### config.mk
export PLATFORM = sky130hd
export DESIGN_NAME = scr1_dmem_arbiter_flat
export DESIGN_NICKNAME = d
export VERILOG_FILES = /design/src/rtl/scr1_dmem_arbiter_pkg.sv /design/src/rtl/scr1_dmem_arbiter_if.sv /design/src/rtl/scr1_dmem_arbiter_rr_arb2.sv /design/src/rtl/scr1_dmem_arbiter.sv /design/src/flat_wrapper.sv
export SDC_FILE = /design/constraint.sdc
export NUM_CORES = 1
export LEC_CHECK = 0
export ABC_AREA = 1
export BUFFER_PORTS_ARGS = -buffer_cell sky130_fd_sc_hd__buf_2
export CAP_MARGIN = 20
export CORE_AREA = 2 2 343 345
export CTS_CLUSTER_SIZE = 40
export DETAILED_ROUTE_END_ITERATION = 12
export DIE_AREA = 0 0 345 347
export SLEW_MARGIN = 20
export SYNTH_ARGS = -nofsm -noshare
export SYNTH_HDL_FRONTEND = slang
export SYNTH_SLANG_ARGS = --single-unit
export TNS_END_PERCENT = 100
### constraint.sdc
create_clock -name clk -period 2.1 [get_ports clk]
set_clock_uncertainty 0.1 [all_clocks]
set_input_delay 0.105 -clock clk [delete_from_list [all_inputs] [get_ports clk]]
set_output_delay 0.105 -clock clk [all_outputs]
set_load 0.02 [all_outputs]
### src/rtl/scr1_dmem_arbiter_pkg.sv
// Shared data-memory interface types used by the dmem router and the two-master arbiter.
package scr1_dmem_arbiter_pkg;

    localparam int SCR1_DMEM_AWIDTH = 32;
    localparam int SCR1_VEC_WORDS   = 4;

    typedef logic [SCR1_VEC_WORDS-1:0][31:0] type_vector;

    typedef enum logic [1:0] {
        SCR1_MEM_CMD_RD    = 2'b00,
        SCR1_MEM_CMD_WR    = 2'b01,
        SCR1_MEM_CMD_ERROR = 2'b11
    } type_scr1_mem_cmd_e;

    typedef enum logic [1:0] {
        SCR1_MEM_WIDTH_BYTE  = 2'b00,
        SCR1_MEM_WIDTH_HWORD = 2'b01,
        SCR1_MEM_WIDTH_WORD  = 2'b10,
        SCR1_MEM_WIDTH_ERROR = 2'b11
    } type_scr1_mem_width_e;

    typedef enum logic [1:0] {
        SCR1_MEM_RESP_NOTRDY = 2'b00,
        SCR1_MEM_RESP_RDY_OK = 2'b01,
        SCR1_MEM_RESP_RDY_ER = 2'b10
    } type_scr1_mem_resp_e;

    typedef enum logic {
        ADDR = 1'b0,
        DATA = 1'b1
    } type_scr1_arb_fsm_e;

    function automatic logic [3:0] scr1_sat_inc4(input logic [3:0] v);
        return (v == 4'hF) ? 4'hF : v + 4'd1;
    endfunction

endpackage

### src/rtl/scr1_dmem_arbiter_if.sv
// One scr1 dmem port: address phase req/req_ack, data phase resp/rdata.
interface scr1_dmem_if
    import scr1_dmem_arbiter_pkg::*;
#(
    parameter int AWIDTH = SCR1_DMEM_AWIDTH
) ();

    logic                 req;
    logic                 req_ack;
    type_scr1_mem_cmd_e   cmd;
    type_scr1_mem_width_e width;
    logic [AWIDTH-1:0]    addr;
    type_vector           wdata;
    type_vector           rdata;
    type_scr1_mem_resp_e  resp;

    modport master (
        output req, cmd, width, addr, wdata,
        input  req_ack, rdata, resp
    );

    modport slave (
        input  req, cmd, width, addr, wdata,
        output req_ack, rdata, resp
    );

endinterface

### src/rtl/scr1_dmem_arbiter_rr_arb2.sv
// Two-requester round-robin with a bounded burst; holds last grant owner and burst count.
module scr1_rr_arb2
    import scr1_dmem_arbiter_pkg::*;
#(
    parameter int BURST_LEN = 4
) (
    input  logic       clk,
    input  logic       rst,
    input  logic [1:0] req,
    input  logic       issue_allowed,
    input  logic       grant,
    output logic       win
);

    localparam logic [3:0] BURST_MAX = 4'(BURST_LEN);

    logic       last_r;
    logic [3:0] burst_cnt;
    logic       other_req;

    always_comb begin
        win = 1'b0;
        if (issue_allowed) begin
            if (&req) begin
                win = (burst_cnt < BURST_MAX) ? last_r : ~last_r;
            end else begin
                win = req[1];
            end
        end
    end

    assign other_req = win ? req[0] : req[1];

    // A lone requester restarts at 1 so it never exhausts its burst.
    always_ff @(posedge clk or posedge rst) begin
        if (rst) begin
            last_r    <= 1'b1;
            burst_cnt <= BURST_MAX;
        end else if (grant) begin
            last_r <= win;
            if (!other_req || (win != last_r)) begin
                burst_cnt <= 4'd1;
            end else begin
                burst_cnt <= scr1_sat_inc4(burst_cnt);
            end
        end
    end

endmodule

### src/rtl/scr1_dmem_arbiter.sv
// Shares the core dmem port between the LSU (m0) and the RLWE load/store engine (m1),
// tracking the owner of the single outstanding transaction to steer its response.
module scr1_dmem_arbiter
    import scr1_dmem_arbiter_pkg::*;
#(
    parameter int BURST_LEN = 4,
    parameter int AWIDTH    = SCR1_DMEM_AWIDTH
) (
    input  logic     clk,
    input  logic     rst,
    scr1_dmem_if.slave  m0,
    scr1_dmem_if.slave  m1,
    scr1_dmem_if.master s
);

    type_scr1_arb_fsm_e   fsm;
    type_scr1_arb_fsm_e   fsm_next;
    logic                 owner_r;
    logic                 owner_next;
    logic                 issue_allowed;
    logic                 win;
    logic                 grant;
    logic                 resp_valid;
    logic                 win_req;
    type_scr1_mem_cmd_e   win_cmd;
    type_scr1_mem_width_e win_width;
    logic [AWIDTH-1:0]    win_addr;
    type_vector           win_wdata;

    // An RDY_ER cycle never issues; only RDY_OK lets a new request overlap completion.
    assign issue_allowed = !rst && ((fsm == ADDR) || (s.resp == SCR1_MEM_RESP_RDY_OK));
    assign resp_valid    = !rst && (fsm == DATA);

    scr1_rr_arb2 #(
        .BURST_LEN (BURST_LEN)
    ) u_arb (
        .clk           (clk),
        .rst           (rst),
        .req           ({m1.req, m0.req}),
        .issue_allowed (issue_allowed),
        .grant         (grant),
        .win           (win)
    );

    always_comb begin
        win_req   = win ? m1.req   : m0.req;
        win_cmd   = win ? m1.cmd   : m0.cmd;
        win_width = win ? m1.width : m0.width;
        win_addr  = win ? m1.addr  : m0.addr;
        win_wdata = win ? m1.wdata : m0.wdata;
    end

    assign s.req   = issue_allowed & win_req;
    assign s.cmd   = issue_allowed ? win_cmd : SCR1_MEM_CMD_ERROR;
    assign s.width = win_width;
    assign s.addr  = win_addr;
    assign s.wdata = win_wdata;
    assign grant   = s.req & s.req_ack;

    assign m0.req_ack = s.req_ack & issue_allowed & ~win & m0.req;
    assign m1.req_ack = s.req_ack & issue_allowed &  win & m1.req;

    assign m0.resp  = (resp_valid && !owner_r) ? s.resp  : SCR1_MEM_RESP_NOTRDY;
    assign m0.rdata = (resp_valid && !owner_r) ? s.rdata : '0;
    assign m1.resp  = (resp_valid &&  owner_r) ? s.resp  : SCR1_MEM_RESP_NOTRDY;
    assign m1.rdata = (resp_valid &&  owner_r) ? s.rdata : '0;

    always_ff @(posedge clk or posedge rst) begin
        if (rst) begin
            fsm     <= ADDR;
            owner_r <= 1'b0;
        end else begin
            fsm     <= fsm_next;
            owner_r <= owner_next;
        end
    end

    always_comb begin
        fsm_next   = fsm;
        owner_next = grant ? win : owner_r;
        case (fsm)
            ADDR: begin
                if (grant) fsm_next = DATA;
            end
            DATA: begin
                case (s.resp)
                    SCR1_MEM_RESP_RDY_OK: fsm_next = grant ? DATA : ADDR;
                    SCR1_MEM_RESP_RDY_ER: fsm_next = ADDR;
                    default:              fsm_next = DATA;
                endcase
            end
            default: fsm_next = ADDR;
        endcase
    end

endmodule

### src/flat_wrapper.sv
// flat-port wrapper written by rule: the top's interface ports become plain ports
module scr1_dmem_arbiter_flat import scr1_dmem_arbiter_pkg::*;
#(
    parameter int BURST_LEN = 4,
    parameter int AWIDTH    = SCR1_DMEM_AWIDTH
)
  (clk, rst, m0_req, m0_cmd, m0_width, m0_addr, m0_wdata, m0_req_ack, m0_rdata, m0_resp, m1_req, m1_cmd, m1_width, m1_addr, m1_wdata, m1_req_ack, m1_rdata, m1_resp, s_req, s_cmd, s_width, s_addr, s_wdata, s_req_ack, s_rdata, s_resp);
  scr1_dmem_if #(.AWIDTH(AWIDTH)) m0_i ();
  scr1_dmem_if #(.AWIDTH(AWIDTH)) m1_i ();
  scr1_dmem_if #(.AWIDTH(AWIDTH)) s_i ();
  input  logic clk;
  input  logic rst;
  input wire logic [$bits(m0_i.req)-1:0] m0_req;
  input wire logic [$bits(m0_i.cmd)-1:0] m0_cmd;
  input wire logic [$bits(m0_i.width)-1:0] m0_width;
  input wire logic [$bits(m0_i.addr)-1:0] m0_addr;
  input wire logic [$bits(m0_i.wdata)-1:0] m0_wdata;
  output wire logic [$bits(m0_i.req_ack)-1:0] m0_req_ack;
  output wire logic [$bits(m0_i.rdata)-1:0] m0_rdata;
  output wire logic [$bits(m0_i.resp)-1:0] m0_resp;
  input wire logic [$bits(m1_i.req)-1:0] m1_req;
  input wire logic [$bits(m1_i.cmd)-1:0] m1_cmd;
  input wire logic [$bits(m1_i.width)-1:0] m1_width;
  input wire logic [$bits(m1_i.addr)-1:0] m1_addr;
  input wire logic [$bits(m1_i.wdata)-1:0] m1_wdata;
  output wire logic [$bits(m1_i.req_ack)-1:0] m1_req_ack;
  output wire logic [$bits(m1_i.rdata)-1:0] m1_rdata;
  output wire logic [$bits(m1_i.resp)-1:0] m1_resp;
  output wire logic [$bits(s_i.req)-1:0] s_req;
  output wire logic [$bits(s_i.cmd)-1:0] s_cmd;
  output wire logic [$bits(s_i.width)-1:0] s_width;
  output wire logic [$bits(s_i.addr)-1:0] s_addr;
  output wire logic [$bits(s_i.wdata)-1:0] s_wdata;
  input wire logic [$bits(s_i.req_ack)-1:0] s_req_ack;
  input wire logic [$bits(s_i.rdata)-1:0] s_rdata;
  input wire logic [$bits(s_i.resp)-1:0] s_resp;
  assign m0_i.req = m0_req;
  assign m0_i.cmd = m0_cmd;
  assign m0_i.width = m0_width;
  assign m0_i.addr = m0_addr;
  assign m0_i.wdata = m0_wdata;
  assign m0_req_ack = m0_i.req_ack;
  assign m0_rdata = m0_i.rdata;
  assign m0_resp = m0_i.resp;
  assign m1_i.req = m1_req;
  assign m1_i.cmd = m1_cmd;
  assign m1_i.width = m1_width;
  assign m1_i.addr = m1_addr;
  assign m1_i.wdata = m1_wdata;
  assign m1_req_ack = m1_i.req_ack;
  assign m1_rdata = m1_i.rdata;
  assign m1_resp = m1_i.resp;
  assign s_req = s_i.req;
  assign s_cmd = s_i.cmd;
  assign s_width = s_i.width;
  assign s_addr = s_i.addr;
  assign s_wdata = s_i.wdata;
  assign s_i.req_ack = s_req_ack;
  assign s_i.rdata = s_rdata;
  assign s_i.resp = s_resp;
  scr1_dmem_arbiter #(.BURST_LEN(BURST_LEN), .AWIDTH(AWIDTH)) u_core (.clk(clk), .rst(rst), .m0(m0_i), .m1(m1_i), .s(s_i));
endmodule
==> run summary <==
outcome - finished with violations
failing checks - negative setup slack
WS Path Type - reg -> out
switching power - 3480 µW
clock tree sinks - 7
r2r endpoint - u_core.u_arb.burst_cnt[1]$_DFFE_PP0P_
top cells by area, synth - nand2_1 46%, nor2_1 25%, inv_1 13%, dfrtp_1 3.1%, clkbuf_1 2.7%
reg2reg path depth - 8
#FFs+latches synth - 7
minimum clock period - 2.22 ns
Cell Pwr Density - 468 mW/mm²
final worst setup slack - -0.119 ns
overall routed net length - 102000 µm
root buffer cell - clkbuf_16
layout cells sized above 1 - 0.570
relative slew slack - 0.666
number of buffers and inverters on the critical path - 4
Final TNS setup - -2.90 ns
worst hold path type - in -> async
DR vias - 10489
Die X - 345 µm
period utilisation layout - 1.06
Worst-path clk slew - 0.04 ns
Avg Inst Size Synth - 4.05 µm²
core area - 0.116 mm²
delay-heaviest family, CP - simple AND/OR/NAND/NOR gates
Hold Slack - 0.108 ns
num ports - 890
Die Area - 0.120 mm²
Die Y - 347 µm
Area growth syn-to-layout - 209%
clk buf depth - 2
largest net degree at the start of global routing - 67
antenna-violating nets left - 0
Seq pwr share - 0.036
Max Fanout on Critical Path - 15
Num CTS Buffers - 3
nets - 2356
Pleak - 0.00777 µW
Final Hold Viols - 0
Netlist cell types - 19
Arr. time, crit path - 2.01 ns
yosys warns - 0
startpoint types - flip-flop
Syn Nets - 1476
Gate power share - 0.908
Placer Congestion - 0.864
DR pass1 iterations - 7
setup repair after global routing missed its margin - yes
Via density - 3.06
later-pin clock latency in the skew report - 0.24 ns
register area share after synthesis - 0.0433
Core Util, Final - 0.109
Pint - 2440 µW
metal2 WL - 51300 µm
r2r setup slk - 0.24 ns
worst-margin pin slew - 0.502 ns
H-tree levels - 1
WL met3 - 12000 µm
worst-path cell chain - inv_2 -> o21ai_2 -> nand3_2 -> nand2_8 -> clkinv_16 -> buf_16 -> nand2_4 -> nand2_1 -> buf_12
met1 wire length - 34700 µm
initial antenna violation count - 131
placed wire-length estimate - 94800 µm
Top Layer Used - met5
vias in the first global route - 9457
GR Util All Layers - 0.161
reg2reg start - u_core.fsm$_DFF_PP0_
Initial Util - 0.0354
Residual DRC - 0
first-pass GRT wire length - 121000 µm
max_cap viols - 0
Gate Count Post-Synth - 1012
Yosys top cell area share - 0.463
cell taking the most area after synthesis - nand2_1
Sw Share - 0.588
Max Clock Freq - 451 MHz
Slowest cell on crit path - dfstp_2
TritonCTS clock tree - yes
crit-path max cell delay - 0.54 ns
clock network power share - 0.057
number of DRC markers in iteration 0 - 826
max-slew violation count - 0
IO Port Bufs - 889
CP endpoint kind - output port
# setup viols final - 95
total gr overflow - 0
VDD IR max - 0.000230 V
routed len/inst - 29.9 µm
Core Rows - 125
Pwr Total - 5920 µW
Synth Cell Area - 0.00410 mm²
Worst Setup SP - u_core.u_arb.last_r$_DFFE_PP1P_
worst endpoint required time - 1.89 ns
## worst max-delay path by stage
stage,endpoint,slack (ns),cells past startpoint
floorplan,s_wdata[100],0.44,8
global placement,s_wdata[9],-0.26,9
detailed placement,s_wdata[9],-0.29,9
CTS,s_wdata[85],-0.09,9
global route,s_wdata[85],-0.15,9
finish,s_wdata[88],-0.12,9
## synth_stat cells, drive strengths merged
master / number
dfstp: 2
nand3: 14
nor2: 269
ha: 1
a21oi: 2
nand4: 1
clkbuf: 30
inv: 142
nand2: 507
dfrtp: 5
buf: 34
o21ai: 5
## sequential cells by signal, summed over array words and instances, names as in the netlist
register and count:
u_core.u_arb.burst_cnt 4, u_core.u_arb.last_r 1, u_core.owner_r 1, u_core.fsm 1
## tightest hold or removal path: stages
cell	delay, ns
buf_2	0.10
inv_1	0.17
buf_4	0.22
## cell usage in the layout, fill, tap and decap left out, types with 2 or more instances in the layout
master / synthesis / routed
clkbuf_16: 0 / 8
nand2_1: 506 / 384
buf_6: 4 / 47
inv_1: 140 / 139
nand2_2: 1 / 105
buf_4: 13 / 56
diode_2: 0 / 9
buf_12: 0 / 63
nand2_4: 0 / 16
nand3_4: 0 / 3
inv_2: 2 / 2
dfrtp_1: 5 / 4
dfstp_2: 2 / 2
nand2_8: 0 / 2
buf_2: 17 / 756
buf_16: 0 / 9
nand3_1: 13 / 10
o21ai_0: 5 / 4
nor2_1: 268 / 268
## final cells by class
class                   count  area (µm²)
well taps                1524        1910
inverters                 142         559
fillers                 13774      103000
clock buffers               4        78.8
diodes                      9        22.5
repair buffers            939        6400
flip-flops and latches      7         179
multi-input cells         799        3510
## what timing repair did
item,CTS,global route
pin swaps,5,2
cloned,3,5
hold endpoints to repair,5,0
gates resized for setup,177,112
setup buffers,6,1
endpoints found under the setup margin,173,186
hold buffers,1,0
## power by group through the flow
stage / Combinational (µW) / Sequential [µW] / Clock [µW]
after detailed placement: 4910 / 204 / 0
after CTS: 5270 / 206 / 336
after floorplan: 1950 / 198 / 0
after global routing: 5700 / 214 / 344
after global placement: 4890 / 201 / 0
final: 5370 / 210 / 335
## through the flow
step	instances	area (µm²)	setup WS [ns]
after global placement	3395	11400	-0.261
after CTS	3409	12200	-0.0850
after global routing	3417	12600	-0.149
final	3424	12700	-0.119
after floorplan	1012	4100	0.435
after detailed placement	3395	11400	-0.290
## kinds of logic after synthesis
family / Yosys count / share of synthesized area
simple gates: 791 / 0.731
buf+inv: 206 / 0.213
compound gates: 7 / 0.00946
fa+ha+maj: 1 / 0.00305
flops: 7 / 0.0433
## per-layer routing
layer,up-vias,global-route usage
met5,-,0
met4,54,0.0296
met3,291,0.0762
met2,857,0.300
met1,4659,0.164
li1,4628,-
No activity file was read; power rests on OpenSTA's default activity.
